===== config.mk =====
export PLATFORM = sky130hd
export DESIGN_NAME = l2_port_arbiter
export DESIGN_NICKNAME = d
export VERILOG_FILES = /design/src/rtl/l2_arb_pkg.sv /design/src/rtl/l2_arb_pick.sv /design/src/rtl/l2_port_arbiter.sv
export SDC_FILE = /design/constraint.sdc
export NUM_CORES = 1
export LEC_CHECK = 0
export CORE_AREA = 2 2 648 650
export DETAILED_ROUTE_END_ITERATION = 8
export DIE_AREA = 0 0 650 652
export GPL_TIMING_DRIVEN = 0
export SYNTH_ARGS = -nofsm -noshare
export SYNTH_HDL_FRONTEND = slang
export SYNTH_SLANG_ARGS = --single-unit

===== constraint.sdc =====
create_clock -name clk -period 1.65 [get_ports clk]
set_clock_uncertainty 0.2 [all_clocks]
set_input_delay 0.2475 -clock clk [delete_from_list [all_inputs] [get_ports clk]]
set_output_delay 0.2475 -clock clk [all_outputs]
set_load 0.005 [all_outputs]

===== src/rtl/l2_arb_pkg.sv =====
// Shared types and default widths for the L2 port arbiter.
// Optional feature macro: L2_ARB_RR_EN (round-robin tie-break; fixed D priority when undefined).
package l2_arb_pkg;

   localparam int unsigned L2_ADDR_W = 32;
   localparam int unsigned L2_LINE_W = 256;

   typedef enum logic [1:0] {
      s_idle,
      s_serve_i,
      s_serve_d
   } arb_state_t;

   typedef enum logic {
      PORT_I,
      PORT_D
   } arb_port_t;

endpackage


===== src/rtl/l2_arb_pick.sv =====
// Winner selection between the I and D requesters.
// L2_ARB_RR_EN defined: ties go to the port not most recently granted.
// L2_ARB_RR_EN undefined: ties always go to D and no grant history is needed.
module l2_arb_pick
   import l2_arb_pkg::*;
(
   input  logic      i_req,
   input  logic      d_req,
`ifdef L2_ARB_RR_EN
   input  arb_port_t last_grant,
`endif
   output logic      grant_vld,
   output arb_port_t grant_port
);

   // Pick a winner; a lone requester always wins regardless of mode.
   always_comb begin
      grant_vld  = i_req | d_req;
      grant_port = PORT_D;
      if (i_req && !d_req) begin
         grant_port = PORT_I;
      end else if (i_req && d_req) begin
`ifdef L2_ARB_RR_EN
         grant_port = (last_grant == PORT_D) ? PORT_I : PORT_D;
`else
         grant_port = PORT_D;
`endif
      end
   end

endmodule


===== src/rtl/l2_port_arbiter.sv =====
// Shares the single L2 port between the L1 I-cache and L1 D-cache.
// A grant covers a whole transaction, from grant until mem_resp.
// Optional feature macro: L2_ARB_RR_EN (round-robin tie-break; fixed D priority when undefined).
module l2_port_arbiter
   import l2_arb_pkg::*;
#(
   parameter int unsigned ADDR_W = L2_ADDR_W,
   parameter int unsigned LINE_W = L2_LINE_W
) (
   input  logic              clk,
   input  logic              rst,
   input  logic              i_read,
   input  logic              i_write,
   input  logic [ADDR_W-1:0] i_address,
   input  logic [LINE_W-1:0] i_wdata,
   output logic [LINE_W-1:0] i_rdata,
   output logic              i_resp,
   input  logic              d_read,
   input  logic              d_write,
   input  logic [ADDR_W-1:0] d_address,
   input  logic [LINE_W-1:0] d_wdata,
   output logic [LINE_W-1:0] d_rdata,
   output logic              d_resp,
   output logic              mem_read,
   output logic              mem_write,
   output logic [ADDR_W-1:0] mem_address,
   output logic [LINE_W-1:0] mem_wdata,
   input  logic [LINE_W-1:0] mem_rdata,
   input  logic              mem_resp
);

   arb_state_t state_q, state_d;
   logic       grant_vld;
   arb_port_t  grant_port;

`ifdef L2_ARB_RR_EN
   arb_port_t  last_grant_q, last_grant_d;
`endif

   l2_arb_pick u_pick (
      .i_req      (i_read | i_write),
      .d_req      (d_read | d_write),
`ifdef L2_ARB_RR_EN
      .last_grant (last_grant_q),
`endif
      .grant_vld  (grant_vld),
      .grant_port (grant_port)
   );

   // Next-state: register the winner from idle, release the port only on mem_resp.
   always_comb begin
      state_d = state_q;
`ifdef L2_ARB_RR_EN
      last_grant_d = last_grant_q;
`endif
      case (state_q)
         s_idle: begin
            if (grant_vld) begin
               state_d = (grant_port == PORT_I) ? s_serve_i : s_serve_d;
`ifdef L2_ARB_RR_EN
               last_grant_d = grant_port;
`endif
            end
         end
         s_serve_i, s_serve_d: begin
            if (mem_resp) state_d = s_idle;
         end
         default: state_d = s_idle;
      endcase
   end

   // Output mux: the owner's strobes pass straight through; write wins over a stray read.
   // Resp is suppressed during reset so a late mem_resp cannot complete an aborted owner.
   always_comb begin
      mem_read    = 1'b0;
      mem_write   = 1'b0;
      mem_address = '0;
      mem_wdata   = '0;
      i_resp      = 1'b0;
      d_resp      = 1'b0;
      case (state_q)
         s_serve_i: begin
            mem_write   = i_write;
            mem_read    = i_read & ~i_write;
            mem_address = i_address;
            mem_wdata   = i_wdata;
            i_resp      = mem_resp & ~rst;
         end
         s_serve_d: begin
            mem_write   = d_write;
            mem_read    = d_read & ~d_write;
            mem_address = d_address;
            mem_wdata   = d_wdata;
            d_resp      = mem_resp & ~rst;
         end
         default: ;
      endcase
   end

   // Read data is broadcast; consumers qualify it with their own resp.
   assign i_rdata = mem_rdata;
   assign d_rdata = mem_rdata;

   // State and grant-history registers with synchronous reset.
   always_ff @(posedge clk) begin
      if (rst) begin
         state_q <= s_idle;
`ifdef L2_ARB_RR_EN
         last_grant_q <= PORT_D;
`endif
      end else begin
         state_q <= state_d;
`ifdef L2_ARB_RR_EN
         last_grant_q <= last_grant_d;
`endif
      end
   end

endmodule


==> run summary, run 1 <==
Die area: 0.424 sq mm
Kind of cell adding the most delay to the critical path: buffers and inverters
CTS clk-pin slew, worst paths: 30 ps
Tcrit/Tclk final: 169%
Vias in the first global route: 15380
DRT antenna net count: 0
GRT Total Usage: 17.0%
Share of the synthesized area in the top cell type: 43.7%
Area Overhead vs Synth: 286%
Class of the worst hold path: reg2reg
Leakage power total: 11.9 nW
Register share of total power: 0.4%
Grt ovf: 0
Starting DRT DRC Count: 1333
CP startpoint kind: flip-flop
Fmax: 358 MHz
Net count, final: 3586
Fillcell total: 48589
DR pass1 iterations: 7
Failing checks: negative setup slack
Cells on Worst Hold Path: 2
Hold-fix buffers, CTS: 0
Setup crit end kind: output pin
Min Tclk post-route: 2790 ps
Slew Limit Fails: 0
WL per Instance: 45.7 um
Root Driver: clkbuf_16
P_sw: 8.21 mW
FP Rows: 237
CTS tree: built
Vias: 18109
Setup violators final: 303
Mapped Cells: 1211
First-pass GRT wire length: 409000 um
TritonCTS Buffers: 3
Area occupied by multi-input gates: 0.00573 sq mm
Worst rel slew slack: 38.2%
Largest regs: state_q (2)
Slowest CP cell: a22oi_2
Crit path DAT: 2350 ps
Logic gate share of total power: 97.3%
Synth Register Bits: 2
Actual slew at the worst max-slew pin: 925 ps
Post-synthesis area per instance: 7.31 sq um
Sw frac: 48.7%
CP required: 1200 ps
Register area: 47.5 sq um
Die Y: 652 um
Die Wd: 650 um
R2r setup slk: -250 ps
Boundary Pins: 1643
Final hold viol count: 0
Worst Reg-to-Reg Cells: 8
Largest register by flop count: state_q
Largest net degree at the start of global routing: 12
Syn Nets: 2055
Most frequent cell on the critical path: buf_4
Sequential area share after synthesis: 0.452%
Reg-to-reg endpoint: state_q[1]$_SDFFE_PP0P_
Clock share of power: 2.2%
Total power: 16.9 mW
Slack of the critical path: -1140 ps
Antenna violations before repair: 415
Outcome: complete, but fails checks
Synth area leaders: buf_4, a22oi_1, nor2b_1
Synthesized area: 0.00885 sq mm
Core area: 0.416 sq mm
Leading area contributor after synthesis: buf_4
Worst hold slack: 363 ps
Pwr/cell area: 494 mW/mm^2
Internal power: 8.66 mW
Max cap viols: 0
Post-route DRC: 0
DRT Wirelength: 383000 um
Worst-Skew Late Latency: 230 ps
Placer congestion estimate: 1.21
Initial Util: 2.13%
CP Buf/Inv Count: 6
PortBufs: 1386
Cell Chain, Critical Path: inv_6, ha_4, buf_12, buf_16, buf_4, clkbuf_16, a22oi_2, nor2b_1, buf_4
Min-Delay Startpoint: state_q[1]$_SDFFE_PP0P_
Yosys warns: 0
Hpwl dp: 359000 um
Layout cell share with drive strength beyond 1: 49.4%
RSZ-0062 raised after global routing: yes
Hold Path End: state_q[1]$_SDFFE_PP0P_
CTS max path bufs: 2
# clock sinks: 2
CTS H-tree depth: 1
Largest register FFs: 2
Yosys cell types: 24
Crit Path Category: reg2out
Max incr delay on CP: 500 ps
CP max FO: 6
VDD IR max: 0.000317 V
Worst r2r src: state_q[0]$_SDFFE_PP0P_
Via density: 2.16
## how the worst max path moves through the flow
| stage | start | end | slack, ps | depth (start not counted) |
|---|---|---|---|---|
| 2_1_floorplan | state_q[0]$_SDFFE_PP0P_ | mem_wdata[100] | 0.1 | 7 |
| 3_3_place_gp | state_q[1]$_SDFFE_PP0P_ | mem_wdata[174] | -2430 | 6 |
| 3_5_place_dp | state_q[1]$_SDFFE_PP0P_ | mem_wdata[174] | -2470 | 6 |
| 4_1_cts | state_q[0]$_SDFFE_PP0P_ | mem_address[17] | -1280 | 8 |
| 5_1_grt | state_q[0]$_SDFFE_PP0P_ | mem_wdata[203] | -1120 | 8 |
| 6_report | state_q[0]$_SDFFE_PP0P_ | mem_wdata[237] | -1140 | 9 |
## synthesized netlist by cell type
cell      count
a211oi_2      1
a21oi_1       2
a22oi_1     277
a22oi_2      12
and2_1        1
and2b_1       1
and3b_1       2
buf_2        17
buf_4       515
buf_6        45
buf_8         2
clkbuf_1     29
dfxtp_1       2
ha_1          5
inv_1         2
nand2_1       2
nand2b_1      1
nand3b_1      1
nor2_1        1
nor2b_1     288
nor2b_2       1
nor3b_1       1
o21ai_0       2
o22ai_1       1
## cell families (layout without fill, tap and decap cells)
| family | after synthesis | after routing | share of synthesized area [%] |
|---|---|---|---|
| and+or+nand+nor | 299 | 299 | 21.2 |
| other | 0 | 140 | 0 |
| DFF | 2 | 2 | 0.452 |
| adders and majority gates | 5 | 5 | 0.707 |
| buffers and inverters | 610 | 2139 | 52.0 |
| AOI/OAI and AO/OA | 295 | 295 | 25.6 |
## area by class of cell
class | instances | area share, %
buffer | 600 | 15.7
tap | 5497 | 20.1
multi-input combinational | 599 | 16.8
sequential | 2 | 0.139
inverter | 2 | 0.0440
timing repair buffer | 1534 | 45.9
clock buffer | 3 | 0.220
antenna | 140 | 1.03
## through the flow
step	util (%)	setup slack, ps	TNS (ps)	std cells	area [sq um]
2_1_floorplan	-	0.115	0	1211	8890
3_3_place_gp	7.13	-2430	-462270	8094	29600
3_5_place_dp	7.13	-2470	-468560	8094	29600
4_1_cts	7.37	-1280	-309770	8112	30700
5_1_grt	8.17	-1120	-255670	8311	34000
6_report	8.21	-1140	-241300	8377	34100
## what timing repair did
action,CTS,global route
pin swaps,13,97
buffers inserted,12,116
cloned,3,22
hold endpoints to repair,0,0
resized for setup,736,1453
endpoints found under the setup margin,344,348
## cell usage in the layout, fill, tap and decap left out, drive strengths merged
cell / instances
and3b: 2
and2: 1
a21oi: 2
dfxtp: 2
inv: 2
nand2: 2
dlymetal6s2s: 69
diode: 140
nor2: 1
and2b: 1
o21ai: 2
clkbuf: 88
ha: 5
a22oi: 289
a211oi: 1
buf: 939
nand3b: 1
clkdlybuf4s50: 1041
o22ai: 1
nor2b: 289
nand2b: 1
nor3b: 1
## per-layer routing
| layer | routed length (um) | part of all wire, % | global-route usage (%) |
|---|---|---|---|
| met1 | 131000 | 34 | 17.2 |
| met5 | 2230 | 0.58 | 0.543 |
| met4 | 11100 | 2.9 | 2.74 |
| met3 | 74500 | 19 | 15.1 |
| met2 | 165000 | 43 | 26.4 |
## worst min-delay path, delay by kind of cell, from the launching register on
family / cells / cell delay (ps)
AOI/OAI and AO/OA: 2 / 150
DFF: 1 / 360
## power groups by stage
stage	sequential (mW)	combinational [mW]	clock (mW)
floorplan	0.0636	3.86	0
global placement	0.0652	12.4	0
detailed placement	0.0654	12.4	0
CTS	0.0675	13.5	0.379
global route	0.0756	17.1	0.384
finish	0.0752	16.4	0.378
(Power assumes the default switching activity.)
==> run 2, diff against run 1 <==
--- a/config.mk
+++ b/config.mk
@@ -5,9 +5,11 @@
 export SDC_FILE = /design/constraint.sdc
 export NUM_CORES = 1
 export LEC_CHECK = 0
-export CORE_AREA = 2 2 648 650
+export ABC_AREA = 1
+export CORE_AREA = 3 3 647 649
 export DETAILED_ROUTE_END_ITERATION = 8
 export DIE_AREA = 0 0 650 652
+export DONT_BUFFER_PORTS = 1
 export GPL_TIMING_DRIVEN = 0
 export SYNTH_ARGS = -nofsm -noshare
 export SYNTH_HDL_FRONTEND = slang
==> run summary, run 2 <==
Max cap viols: 0 (unchanged)
Max incr delay on CP: 630 ps (+130 ps)
Largest net degree at the start of global routing: 12 (unchanged)
Setup crit end kind: output pin
# clock sinks: 2 (unchanged)
Vias in the first global route: 11925 (-22%)
Kind of cell adding the most delay to the critical path: buffers and inverters
Die Y: 652 um (unchanged)
Syn Nets: 2352 (+14%)
CTS max path bufs: 2 (unchanged)
Class of the worst hold path: in2reg
Register area: 47.5 sq um (unchanged)
Tcrit/Tclk final: 156% (-13 points)
CP startpoint kind: flip-flop
Vias: 13313 (-26%)
Placer congestion estimate: 0.887 (-26%)
Async SR Flop Fraction: 0% (unchanged)
Post-route DRC: 0 (unchanged)
CTS clk-pin slew, worst paths: 30 ps (about the same)
Synth Register Bits: 2 (unchanged)
Via density: 1.85 (-14%)
Final hold viol count: 0 (unchanged)
Die area: 0.424 sq mm (unchanged)
Crit Path Category: reg2out
Antenna violations before repair: 402 (-3.1%)
CP Buf/Inv Count: 5 (-1)
Synth area leaders: buf_4, nand2_1, a21oi_1
Area occupied by multi-input gates: 0.00818 sq mm (+43%)
VDD IR max: 0.000220 V (-30%)
Slack of the critical path: -925 ps (+219 ps)
Failing checks: negative setup slack
Initial Util: 2.08% (-0.050 points)
Fmax: 388 MHz (+8.5%)
Most frequent cell after synthesis: nand2_1
Most frequent cells in the layout: buf_4, nand2_1, a21oi_4, nand2_2, nand2_4
Actual slew at the worst max-slew pin: 845 ps (-80.0 ps)
Synth top cells by count: nand2_1, buf_4, a21oi_1
Core area: 0.413 sq mm (-0.71%)
CTS H-tree depth: 1 (unchanged)
Share of the synthesized area in the top cell type: 45.3% (+1.6 points)
Placed Instances: 6983 (-14%)
Leakage power total: 5.92 nW (-50%)
DR pass1 iterations: 5 (-2)
TritonCTS Buffers: 3 (unchanged)
DRT antenna net count: 0 (unchanged)
First-pass GRT wire length: 443000 um (+8.2%)
Root Driver: clkbuf_16
PortBufs: 0 (-100%)
Synthesized area: 0.00858 sq mm (-3.0%)
DRT Wirelength: 415000 um (+8.3%)
Boundary Pins: 1643 (unchanged)
Hpwl dp: 401000 um (+12%)
CP required: 1200 ps (about the same)
CP max FO: 7 (+1)
GRT Total Usage: 18.7% (+1.7 points)
Fillcell total: 48614 (+0.051%)
Mapped Cells: 1508 (+25%)
Post-synthesis area per instance: 5.69 sq um (-22%)
Post-route cell area: 0.0225 sq mm (-34%)
Most used DFF post-synth: dfxtp_1
Cell Chain, Critical Path: inv_4, ha_4, buf_12, buf_16, buf_16, buf_8, nand2_4, a21oi_4
Net count, final: 2455 (-32%)
Crit path DAT: 2130 ps (-220 ps)
Outcome: complete, but fails checks
Largest register FFs: 2 (unchanged)
Pwr/cell area: 489 mW/mm^2 (-0.97%)
Yosys warns: 0 (unchanged)
Placed instance area: 0.0157 sq mm (-47%)
Most frequent cell on the critical path: buf_16
Yosys cell types: 17 (-29%)
Slew Limit Fails: 0 (unchanged)
Sequential area share after synthesis: 0.467% (+0.014 points)
RSZ-0062 raised after global routing: yes
Commonest non-fill, non-tap cell in the layout: buf_4
EDFF count, synth: 0 (unchanged)
Leading area contributor after synthesis: buf_4
Starting DRT DRC Count: 903 (-32%)
Slowest CP cell: a21oi_4
Worst rel slew slack: 43.5% (+5.3 points)
Setup violators final: 292 (-3.6%)
FP Rows: 236 (-0.42%)
Largest regs: state_q (2)
Area Overhead vs Synth: 162%
CTS tree: built
Layout cell share with drive strength beyond 1: 76.8% (+27 points)
Die Wd: 650 um (unchanged)
WL per Instance: 57.8 um (+26%)
Final non-filler cell total: 7177 (-14%)
Worst-Skew Late Latency: 230 ps (about the same)
Min Tclk post-route: 2580 ps (-219 ps)
Largest register by flop count: state_q
Grt ovf: 0 (unchanged)
-- run 2: changes by cell type after synthesis, moves of 4 or more --
cell,change
a21oi_2,+70
inv_1,+4
buf_2,+27
buf_6,-18
a22oi_1,-277
clkbuf_1,-13
nor2b_1,-288
nand2_1,+584
a21oi_1,+220
a22oi_2,-12
-- run 2: logic make-up after synthesis --
| kind of cell | count (synthesis) | synth area share [%] |
|---|---|---|
| buffers and inverters | 615 | 52.6 |
| AND/OR/NAND/NOR | 594 | 26.1 |
| adder cells (fa/ha/maj) | 5 | 0.729 |
| AO/OA/AOI/OAI | 292 | 20.1 |
| flip-flops | 2 | 0.467 |
-- run 2: timing repair --
action | CTS | global route
hold endpoints to repair | 1 | 0
pin swaps | 124 | 127
hold buffers | 1 | 0
gates cloned | 23 | 15
resized for setup | 823 | 271
setup endpoints to repair | 292 | 292
buffers inserted | 51 | 21
-- run 2: path summary, 6_finish.rpt --
| kind | startpoint | end | slack, ps | cells past startpoint |
|---|---|---|---|---|
| hold / removal | rst | state_q[1]$_SDFFE_PP0P_ | 40 | 3 |
| setup reg to reg | state_q[0]$_SDFFE_PP0P_ | state_q[0]$_SDFFE_PP0P_ | 230 | 6 |
| setup / recovery | state_q[1]$_SDFFE_PP0P_ | mem_wdata[154] | -930 | 8 |
| hold reg to reg | state_q[0]$_SDFFE_PP0P_ | state_q[0]$_SDFFE_PP0P_ | 350 | 2 |
-- run 2: power breakdown --
part	internal, mW	switching (mW)	total [mW]
clock network	0.309	0.0661	0.375
registers	0.0551	0.00940	0.0645
logic	3.68	6.90	10.6
-- run 2: area by class of cell --
class	count	area share (%)
Antenna cell	94	1.04
Buffer	602	23.9
Clock buffer	3	0.333
Inverter	7	0.161
Multi-Input combinational cell	891	36.3
Sequential cell	2	0.211
Tap cell	5474	30.4
Timing Repair Buffer	104	7.66
-- run 2: worst min-delay path, cell delays in order --
cell	delay [ps]
inv_1	60
nand2_1	70
a21oi_1	30
-- run 2: metrics by stage --
step	setup slack (ps)	util (%)	power, mW	hold slack, ps	setup TNS, ps
final	-925	5.45	11.0	41.6	-196430
after global routing	-839	5.41	11.5	56.4	-207940
after CTS	-848	5.04	10.2	50.7	-201410
after detailed placement	-1540	3.81	6.74	153	-281190
after global placement	-2170	3.77	6.66	148	-282980
after floorplan	-29.3	-	2.86	109	-2930
-- run 2: layer usage --
| metal | routed length (um) | GRT usage, % | vias to the layer above |
|---|---|---|---|
| met5 | 1320 | 0 | - |
| met3 | 74700 | 15.8 | 623 |
| li1 | - | - | 4586 |
| met2 | 193000 | 31.6 | 1562 |
| met4 | 5140 | 0.974 | 188 |
| met1 | 141000 | 18.3 | 6354 |
